File: src/rtl/divu_pkg.sv
// Shared constants and state encoding for the iterative unsigned divider.
package divu_pkg;

    localparam int unsigned DIVU_XLEN  = 64;
    localparam int unsigned DIVU_ITERS = 64;
    localparam int unsigned DIVU_CNT_W = 6;

    localparam logic [1:0] STATE_IDLE = 2'd0;
    localparam logic [1:0] STATE_RUN  = 2'd1;
    localparam logic [1:0] STATE_DONE = 2'd2;

    typedef enum logic [1:0] {
        S_IDLE = STATE_IDLE,
        S_RUN  = STATE_RUN,
        S_DONE = STATE_DONE
    } divu_state_e;

    // Quotient returned for a zero divisor
    localparam logic [DIVU_XLEN-1:0] DIVU_DBZ_QUOT = 64'hFFFF_FFFF_FFFF_FFFF;

endpackage

File: src/rtl/divu_step.sv
// One restoring-division iteration: shift in the next dividend bit, compare, conditionally subtract.
module divu_step
    import divu_pkg::*;
(
    input  logic [DIVU_XLEN-1:0] r,
    input  logic                 q_msb,
    input  logic [DIVU_XLEN-1:0] d,
    output logic [DIVU_XLEN-1:0] r_next,
    output logic                 ge
);

    logic [DIVU_XLEN-1:0] s;
    logic [DIVU_XLEN-1:0] diff;
    logic [DIVU_XLEN-1:0] slt_res;
    logic                 c;
    logic                 unused_slt_hi;

    assign s = {r[DIVU_XLEN-2:0], q_msb};
    assign c = r[DIVU_XLEN-1];

    sltu #(.W(DIVU_XLEN)) u_sltu (
        .a      (s),
        .b      (d),
        .result (slt_res)
    );

    assign unused_slt_hi = ^slt_res[DIVU_XLEN-1:1];

    // The shifted-out carry makes the partial remainder a 65-bit value that always covers D
    assign diff   = s - d;
    assign ge     = c | ~slt_res[0];
    assign r_next = ge ? diff : s;

endmodule

File: src/rtl/sltu.sv
// Unsigned set-less-than comparator; result bit 0 holds a < b, upper bits zero.
module sltu #(
    parameter int unsigned W = 64
) (
    input  logic [W-1:0] a,
    input  logic [W-1:0] b,
    output logic [W-1:0] result
);

    assign result = {{(W-1){1'b0}}, (a < b)};

endmodule

File: src/rtl/divu_seq.sv
// Sequential 64-bit unsigned divider: start/done handshake, one quotient bit per cycle.
module divu_seq
    import divu_pkg::*;
#(
    parameter int unsigned XLEN = DIVU_XLEN
) (
    input  logic            clk,
    input  logic            rst_n,
    input  logic            start,
    input  logic [XLEN-1:0] dividend,
    input  logic [XLEN-1:0] divisor,
    output logic            busy,
    output logic            done,
    output logic [XLEN-1:0] quotient,
    output logic [XLEN-1:0] remainder,
    output logic            div_by_zero
);

    divu_state_e           state;
    logic [XLEN-1:0]       r_reg;
    logic [XLEN-1:0]       q_reg;
    logic [XLEN-1:0]       d_reg;
    logic [DIVU_CNT_W-1:0] cnt;

    logic [XLEN-1:0]       r_next;
    logic [XLEN-1:0]       q_next;
    logic                  ge;

    divu_step u_step (
        .r      (r_reg),
        .q_msb  (q_reg[XLEN-1]),
        .d      (d_reg),
        .r_next (r_next),
        .ge     (ge)
    );

    assign q_next = {q_reg[XLEN-2:0], ge};

    // Control FSM, iteration registers and result registers
    always_ff @(posedge clk or negedge rst_n) begin
        if (!rst_n) begin
            state       <= S_IDLE;
            busy        <= 1'b0;
            done        <= 1'b0;
            div_by_zero <= 1'b0;
            quotient    <= '0;
            remainder   <= '0;
            r_reg       <= '0;
            q_reg       <= '0;
            d_reg       <= '0;
            cnt         <= '0;
        end else begin
            done <= 1'b0;
            unique case (state)
                S_IDLE: begin
                    if (start) begin
                        busy <= 1'b1;
                        if (divisor == '0) begin
                            state       <= S_DONE;
                            done        <= 1'b1;
                            quotient    <= DIVU_DBZ_QUOT;
                            remainder   <= dividend;
                            div_by_zero <= 1'b1;
                        end else begin
                            state       <= S_RUN;
                            d_reg       <= divisor;
                            q_reg       <= dividend;
                            r_reg       <= '0;
                            cnt         <= DIVU_CNT_W'(DIVU_ITERS - 1);
                            div_by_zero <= 1'b0;
                        end
                    end
                end
                S_RUN: begin
                    r_reg <= r_next;
                    q_reg <= q_next;
                    if (cnt == '0) begin
                        state     <= S_DONE;
                        done      <= 1'b1;
                        quotient  <= q_next;
                        remainder <= r_next;
                    end else begin
                        cnt <= cnt - DIVU_CNT_W'(1);
                    end
                end
                S_DONE: begin
                    state <= S_IDLE;
                    busy  <= 1'b0;
                end
                default: begin
                    state <= S_IDLE;
                    busy  <= 1'b0;
                end
            endcase
        end
    end

endmodule

File: config.mk
export PLATFORM = sky130hd
export DESIGN_NAME = divu_seq
export DESIGN_NICKNAME = d
export VERILOG_FILES = /design/src/rtl/divu_pkg.sv /design/src/rtl/divu_step.sv /design/src/rtl/sltu.sv /design/src/rtl/divu_seq.sv
export SDC_FILE = /design/constraint.sdc
export NUM_CORES = 1
export LEC_CHECK = 0
export BUFFER_PORTS_ARGS = -buffer_cell sky130_fd_sc_hd__buf_2
export CORE_UTILIZATION = 58
export CTS_CLUSTER_SIZE = 20
export DETAILED_ROUTE_END_ITERATION = 8
export GPL_TIMING_DRIVEN = 0
export PLACE_DENSITY = 0.81
export SYNTH_ARGS = -nofsm -noshare
export SYNTH_HDL_FRONTEND = slang
export SYNTH_SLANG_ARGS = --single-unit
File: constraint.sdc
create_clock -name clk -period 3.9 [get_ports clk]
set_input_delay 0.975 -clock clk [delete_from_list [all_inputs] [get_ports clk]]
set_output_delay 0.975 -clock clk [all_outputs]
set_load 0.005 [all_outputs]
; After elaboration in Yosys (flattened, before gate mapping)
; Index checks and enable logic that the tools add are counted.
; W data, S select, Z words.
[totals]
reg_bits = 331
latch_bits = 0
mem_bits_rw = 0
romBits = 0
inputBits = 131
out_inout_bits = 131
wordCells = 63
n_memories = 0
[classes]
add_sub_neg = 2
n_mul = 0
div = 0
n_lt_le_gt_ge = 1
n_eq_ne = 6
shifts = 0
mux = 29
n_bitwise = 4
n_reduce_logical = 11
[ops]
columns = cell, count
row1 = $mux W64, 11
row2 = $pmux W64 S2, 4
row3 = $logic_not A64 Y1, 1
row4 = $lt A64 B64 Y1, 1
row5 = $sub A64 B64 Y64, 1
row6 = $mux W6, 3
row7 = $pmux W6 S2, 1
row8 = $ne A2 B2 Y1 const B, 5
row9 = $reduce_and A4 Y1, 2
row10 = $logic_not A6 Y1, 1
row11 = $mux W2, 3
row12 = $reduce_and A2 Y1, 3
row13 = $reduce_and A3 Y1, 2
row14 = $sub A6 B1 Y6 const B, 1
row15 = $mux W1, 4
row16 = $pmux W1 S2, 2
row17 = $pmux W2 S2, 1
row18 = $not A1 Y1, 3
row19 = $eq A2 B1 Y1 const B, 1
row20 = $logic_not A2 Y1, 1
row21 = $reduce_bool A2 Y1, 1
row22 = $or A1 B1 Y1, 1

; Depth between registers and ports, before layout
[depth]
word_depth = 6
depth_mapped = 16

; Hierarchy
; Synthesis repeated with hierarchy kept, for this count alone.
[unflattened]
hier_cells = 2233
area_unflattened_um2 = 20554.7
[by_module_without_submodules]
columns = mod, instances, cells_per_inst, area_per_inst_um2
row1 = divu_seq, 1, 1149, 13686.9
row2 = divu_step, 1, 793, 4805.9
row3 = sltu, 1, 291, 2062.0

; Worst setup path before layout
; Ideal clock, no wire load.
[synth_timing]
path_type = register -> register
startpoint = register r_reg[27]
endpoint = register remainder[61]
setup_time_ns = 0.126
t_arrival_ns = 3.201
required_time_ns = 3.774
path_slack_ns = 0.573
path_stages_with_launch = 12
n_path_buf = 1
path_cell_list = dfrtp_1 ha_1 buf_2 nand4_2 or3_1 or4_1 or3_4 a31oi_4 a41oi_4 o31ai_4 xor2_1 a221o_1
[synth_via]
elab_chain_cells = 6
word_cells_on_any_way = 7
[synth_lines]
columns = item, line
row1 = start: declaration, divu_seq.sv:20  ; logic [XLEN-1:0] r_reg;
row2 = start signal: assignment, divu_seq.sv:75  ; r_reg <= r_next;
row3 = $lt A64 B64 Y1, sltu.sv:10  ; assign result = {{(W-1){1'b0}}, (a < b)};
row4 = $not A1 Y1, divu_step.sv:31  ; assign ge = c | ~slt_res[0];
row5 = $or A1 B1 Y1, divu_step.sv:31
row6 = $mux W64 (*), divu_step.sv:32  ; assign r_next = ge ? diff : s;
row7 = $mux W64 (*), divu_seq.sv:77  ; if (cnt == '0) begin
row8 = $pmux W64 S2 (*), divu_seq.sv:54  ; unique case (state)
row9 = end signal: assignment, divu_seq.sv:62  ; remainder <= dividend;
row10 = end signal: assignment, divu_seq.sv:81  ; remainder <= r_next;
row11 = end: declaration, divu_seq.sv:15  ; output logic [XLEN-1:0] remainder,
; Mark *: on every way between the ends. The rest lies on a longest branch, timed or not. The select of a mux whose other input is x is not followed.
; A chain may end at the register's enable or synchronous reset.

; Final worst setup path
[layout_timing]
startpoint = input divisor[29]
endpoint = register quotient[58]
[layout_via]
elab_chain_cells = 3
[layout_lines]
columns = item, line
row1 = start: declaration, divu_seq.sv:11  ; input logic [XLEN-1:0] divisor,
row2 = $logic_not A64 Y1, divu_seq.sv:58  ; if (divisor == '0) begin
row3 = $ne A2 B2 Y1 (no line), -
row4 = $reduce_and A4 Y1 (no line), -
row5 = end signal: assignment, divu_seq.sv:80  ; quotient <= q_next;
row6 = end: declaration, divu_seq.sv:14  ; output logic [XLEN-1:0] quotient,
; Every way passes these cells.

==> results.txt <==
----------------------------------------------------
[Timing]
  Setup clock skew after layout ... 0.01266 ns
  Share of the clock period used by the worst path ... 99.63%
  Final setup fails ... 0
  Normalized max-slew margin ... 41.56%
  Timing-limited maximum frequency ... 0.2574 GHz
  Actual slew at the worst max-slew pin ... 0.8700 ns
  Number of pins with negative max-slew slack in the final report ... 0
  Tmin final ... 3.886 ns
  Number of endpoints with negative hold slack in the final report ... 0

[Placement]
  Final HPWL DP ... 46710 um
  Area post-placement ... 19960 sq um
  Inst Count DP ... 2730
  IO Port Bufs ... 261
  Global placer's final weighted congestion ... 0.9290

[Yosys]
  Mean instance size in the synthesized netlist ... 8.736 sq um
  Primary FF master, synth ... dfrtp_1
  Dominant cells by area after synthesis ... dfrtp_1 46%, nand2_1 8.3%, o21ai_0 6.4%
  Multiplexer area fraction after synthesis ... 4.993%
  Dominant cell by count in the synthesized netlist ... nand2_1
  Yosys cell types ... 66
  Combinational family with the most area after synthesis ... compound AO/OA/AOI/OAI gates
  Post-synth top cells ... 398 x nand2_1, 331 x dfrtp_1, 230 x o21ai_0
  Number of synthesized register bits ... 331
  Synth Area in Simple Gates ... 14.83%
  Sequential element share of the synthesized area ... 45.78%
  Post-synthesis instance area ... 18090 sq um
  Share of the synthesized area in compound gates (AO/OA/AOI/OAI) ... 21.94%
  Post-synthesis share of cell area spent on xor and xnor gates ... 2.953%
  Post-Synth Adder-Cell Area ... 4.675%
  Largest area contributor in the synthesized netlist ... dfrtp_1
  Synth top area share ... 45.78%
  Net count after synthesis ... 2269
  Number of warnings issued by yosys ... 0
  Number of synthesized flops with an enable pin ... 0
  Async S/R FF share, synth ... 100.0%
  Cells after synthesis ... 2071

[Floorplanning]
  Chip Height ... 178.6 um
  Die ar. ... 31900 sq um
  Initial core utilization ... 58.99%
  Number of top-level design ports ... 262
  Core area ... 30670 sq um
  # rows ... 64
  Die extent in x ... 178.6 um

[Detailed routing]
  Vias ... 17200
  Count of unresolved DRC violations after routing ... 0
  Drt initial violations ... 1968
  Antenna Violating Nets Remaining ... 0
  Via density per instance ... 6.161
  Highest layer used for signal routing ... met5
  Post-route met1 wirelength ... 26100 um
  Wirelength per Cell ... 21.60 um
  Total length of routed wires ... 60300 um
  Metal2 WL ... 26290 um
  Routed length on met3 ... 5796 um
  Router iterations before antenna repair ... 5

[GRT]
  Initial antenna violation count ... 2
  Overall global routing resource usage ... 37.76%
  Total overflow reported by the global router ... 0
  Maximum number of pins on one net before global-route repair ... 122
  Number of global-route vias before repair ... 16160
  Wire length of the first global-routing pass ... 91450 um

[Finish]
  Post-route insts no fill ... 2792
  Register area ... 8283 sq um
  Final instance area ... 21190 sq um
  Share of cells above drive strength 1 ... 15.45%
  Filler cell count in the final layout ... 2491
  Final net count ... 2571
  Multi-input gate area in the final layout ... 9040 sq um
  Utilization after layout ... 69.10%
  Area delta synth->final ... 17.13%

[Run]
  Number of max-cap violations ... 0

[Clock tree]
  Clk sink count ... 331
  # H-tree levels ... 2
  Clock transition at the register clock pins on the worst setup and hold paths after CTS ... 0.06 ns
  Maximum number of buffers from clock root to sink ... 3
  TritonCTS buffer count ... 35
  Clock latency on the worst-skew pair ... 0.53 ns
  TritonCTS clock tree ... built
  Hold bufs inserted after CTS ... 0
  Clock root buffer ... clkbuf_16

[Power]
  Standby leakage power ... 9.895 nW
  Tot Pwr ... 0.01910 W
  Worst vdd ir ... 517.1 uV
  Power density of the placed cells ... 901.2 nW/um^2

[Setup path]
  CP Launch Type ... input pin
  Crit path required time ... 4.31 ns
  Worst path bufs/invs ... 4
  Delay of the slowest cell on the worst path ... 0.55 ns
  Critical path capture point type ... flip-flop
  Family of cells with the greatest summed delay on the critical path ... simple AND/OR/NAND/NOR gates
  Top fanout value on the critical path ... 10
  Critical-path cell with the highest stage delay ... nor4_1
  Critical path class ... input pin to flip-flop
  Arrival time of data at the critical path endpoint ... 4.30 ns
  Cell repeated most along the worst path ... nand2_1
  CP cell instances ... buf_2 -> nor4_1 -> nand4_1 -> nor4_2 -> nand2_1 -> a21o_1 -> clkbuf_2 -> clkbuf_1 -> clkbuf_1 -> nand2_1 -> nand2_1

[Outcome]
  Result of the run ... finished, final reports clean

[Min path]
  Worst min-delay path class ... input pin to async pin

----------------------------------------------------
cell type report:
cell class | instances | area share [%]
multi-input cells | 1515 | 42.66
diodes | 1 | 0.01181
inverters | 82 | 1.452
clock buffers | 52 | 4.865
flip-flops and latches | 331 | 39.09
plain buffers | 140 | 2.675
repair buffers | 268 | 6.648
well taps | 396 | 2.338
clock inverters | 7 | 0.2657
worst reg2reg max path, delay by kind of cell, from the launching register on:
kind,cells,cell delay (ns)
AOI/OAI and AO/OA,8,1.54
and+or+nand+nor,1,0.22
DFF,1,0.46
muxes,1,0.50
adders and majority gates,2,0.67
buffers and inverters,1,0.26
worst paths after layout:
kind / start / to / slack [ns] / cells past startpoint
max in group asynchronous: rst_n / r_reg[20]$_DFFE_PN0P_ / 2.36 / 2
min in group clk: quotient[15]$_DFFE_PN0P_ / quotient[15]$_DFFE_PN0P_ / 0.46 / 2
hold / removal: rst_n / quotient[55]$_DFFE_PN0P_ / 0.45 / 1
setup reg to reg: d_reg[0]$_DFFE_PN0P_ / remainder[21]$_DFFE_PN0P_ / 0.12 / 13
hold reg to reg: quotient[15]$_DFFE_PN0P_ / quotient[15]$_DFFE_PN0P_ / 0.46 / 2
setup / recovery: divisor[29] / quotient[58]$_DFFE_PN0P_ / 0.01 / 11
cells by family (layout without fill, tap and decap cells):
group,count (synthesis),in the layout
buf+inv,225,549
other cells,0,1
simple gates,618,618
compound gates,679,679
fa+ha+maj,67,67
xor+xnor,61,61
flops,331,331
mux,90,90
metrics by stage:
stage                     hold WS (ns)  setup TNS [ns]  setup WS (ns)
after CTS                       0.4633               0      0.0004445
final                           0.4454               0        0.01433
after global routing            0.4805        -0.01067       -0.01067
after floorplan                 0.4621               0         0.5731
after global placement          0.4452        -1561.67         -4.289
after detailed placement        0.4510         -167.02         -1.090
per-layer routing:
metal,track usage (%),vias up
met1,54.16,8265
met3,6.884,165
met2,56.98,904
li1,-,7866
met5,0,-
met4,13.95,2
cell usage in the layout (no fill, tap or decap), types with 10 or more instances in the layout:
| cell type | synthesis | final |
|---|---|---|
| clkbuf_2 | 0 | 10 |
| nor2_1 | 75 | 74 |
| o21ai_0 | 230 | 230 |
| buf_2 | 7 | 268 |
| a21oi_1 | 158 | 156 |
| xor2_1 | 26 | 26 |
| o21bai_1 | 15 | 14 |
| o21a_1 | 38 | 38 |
| nand4_1 | 29 | 29 |
| buf_4 | 5 | 10 |
| o211ai_1 | 11 | 11 |
| inv_1 | 81 | 81 |
| nand3_1 | 10 | 10 |
| clkbuf_16 | 0 | 36 |
| and3_1 | 18 | 18 |
| dfrtp_1 | 331 | 331 |
| nor4_1 | 21 | 18 |
| nor3_1 | 14 | 14 |
| xnor2_1 | 35 | 35 |
| clkbuf_1 | 130 | 125 |
| nand2_1 | 398 | 398 |
| or3_1 | 16 | 16 |
| mux2i_1 | 88 | 86 |
| a31oi_1 | 27 | 25 |
| a21o_1 | 38 | 38 |
| ha_1 | 66 | 66 |
| a32oi_1 | 13 | 13 |
| o21ai_1 | 96 | 95 |
timing repair:
| item | in CTS | in global routing |
|---|---|---|
| pin swaps | 2 | 4 |
| buffers inserted | 2 | 3 |
| cloned | 0 | 0 |
| setup endpoints to repair | 191 | 161 |
| resized for setup | 16 | 22 |
report_power, final:
group	total, W	switching [W]	internal [W]	leakage (nW)
Sequential	0.00533	0.000877	0.00445	4.02
Clock	0.00323	0.00139	0.00183	0.532
Combinational	0.0105	0.00677	0.00378	5.34
Total	0.0191	0.00904	0.0101	9.89
(Power assumes the default switching activity.)
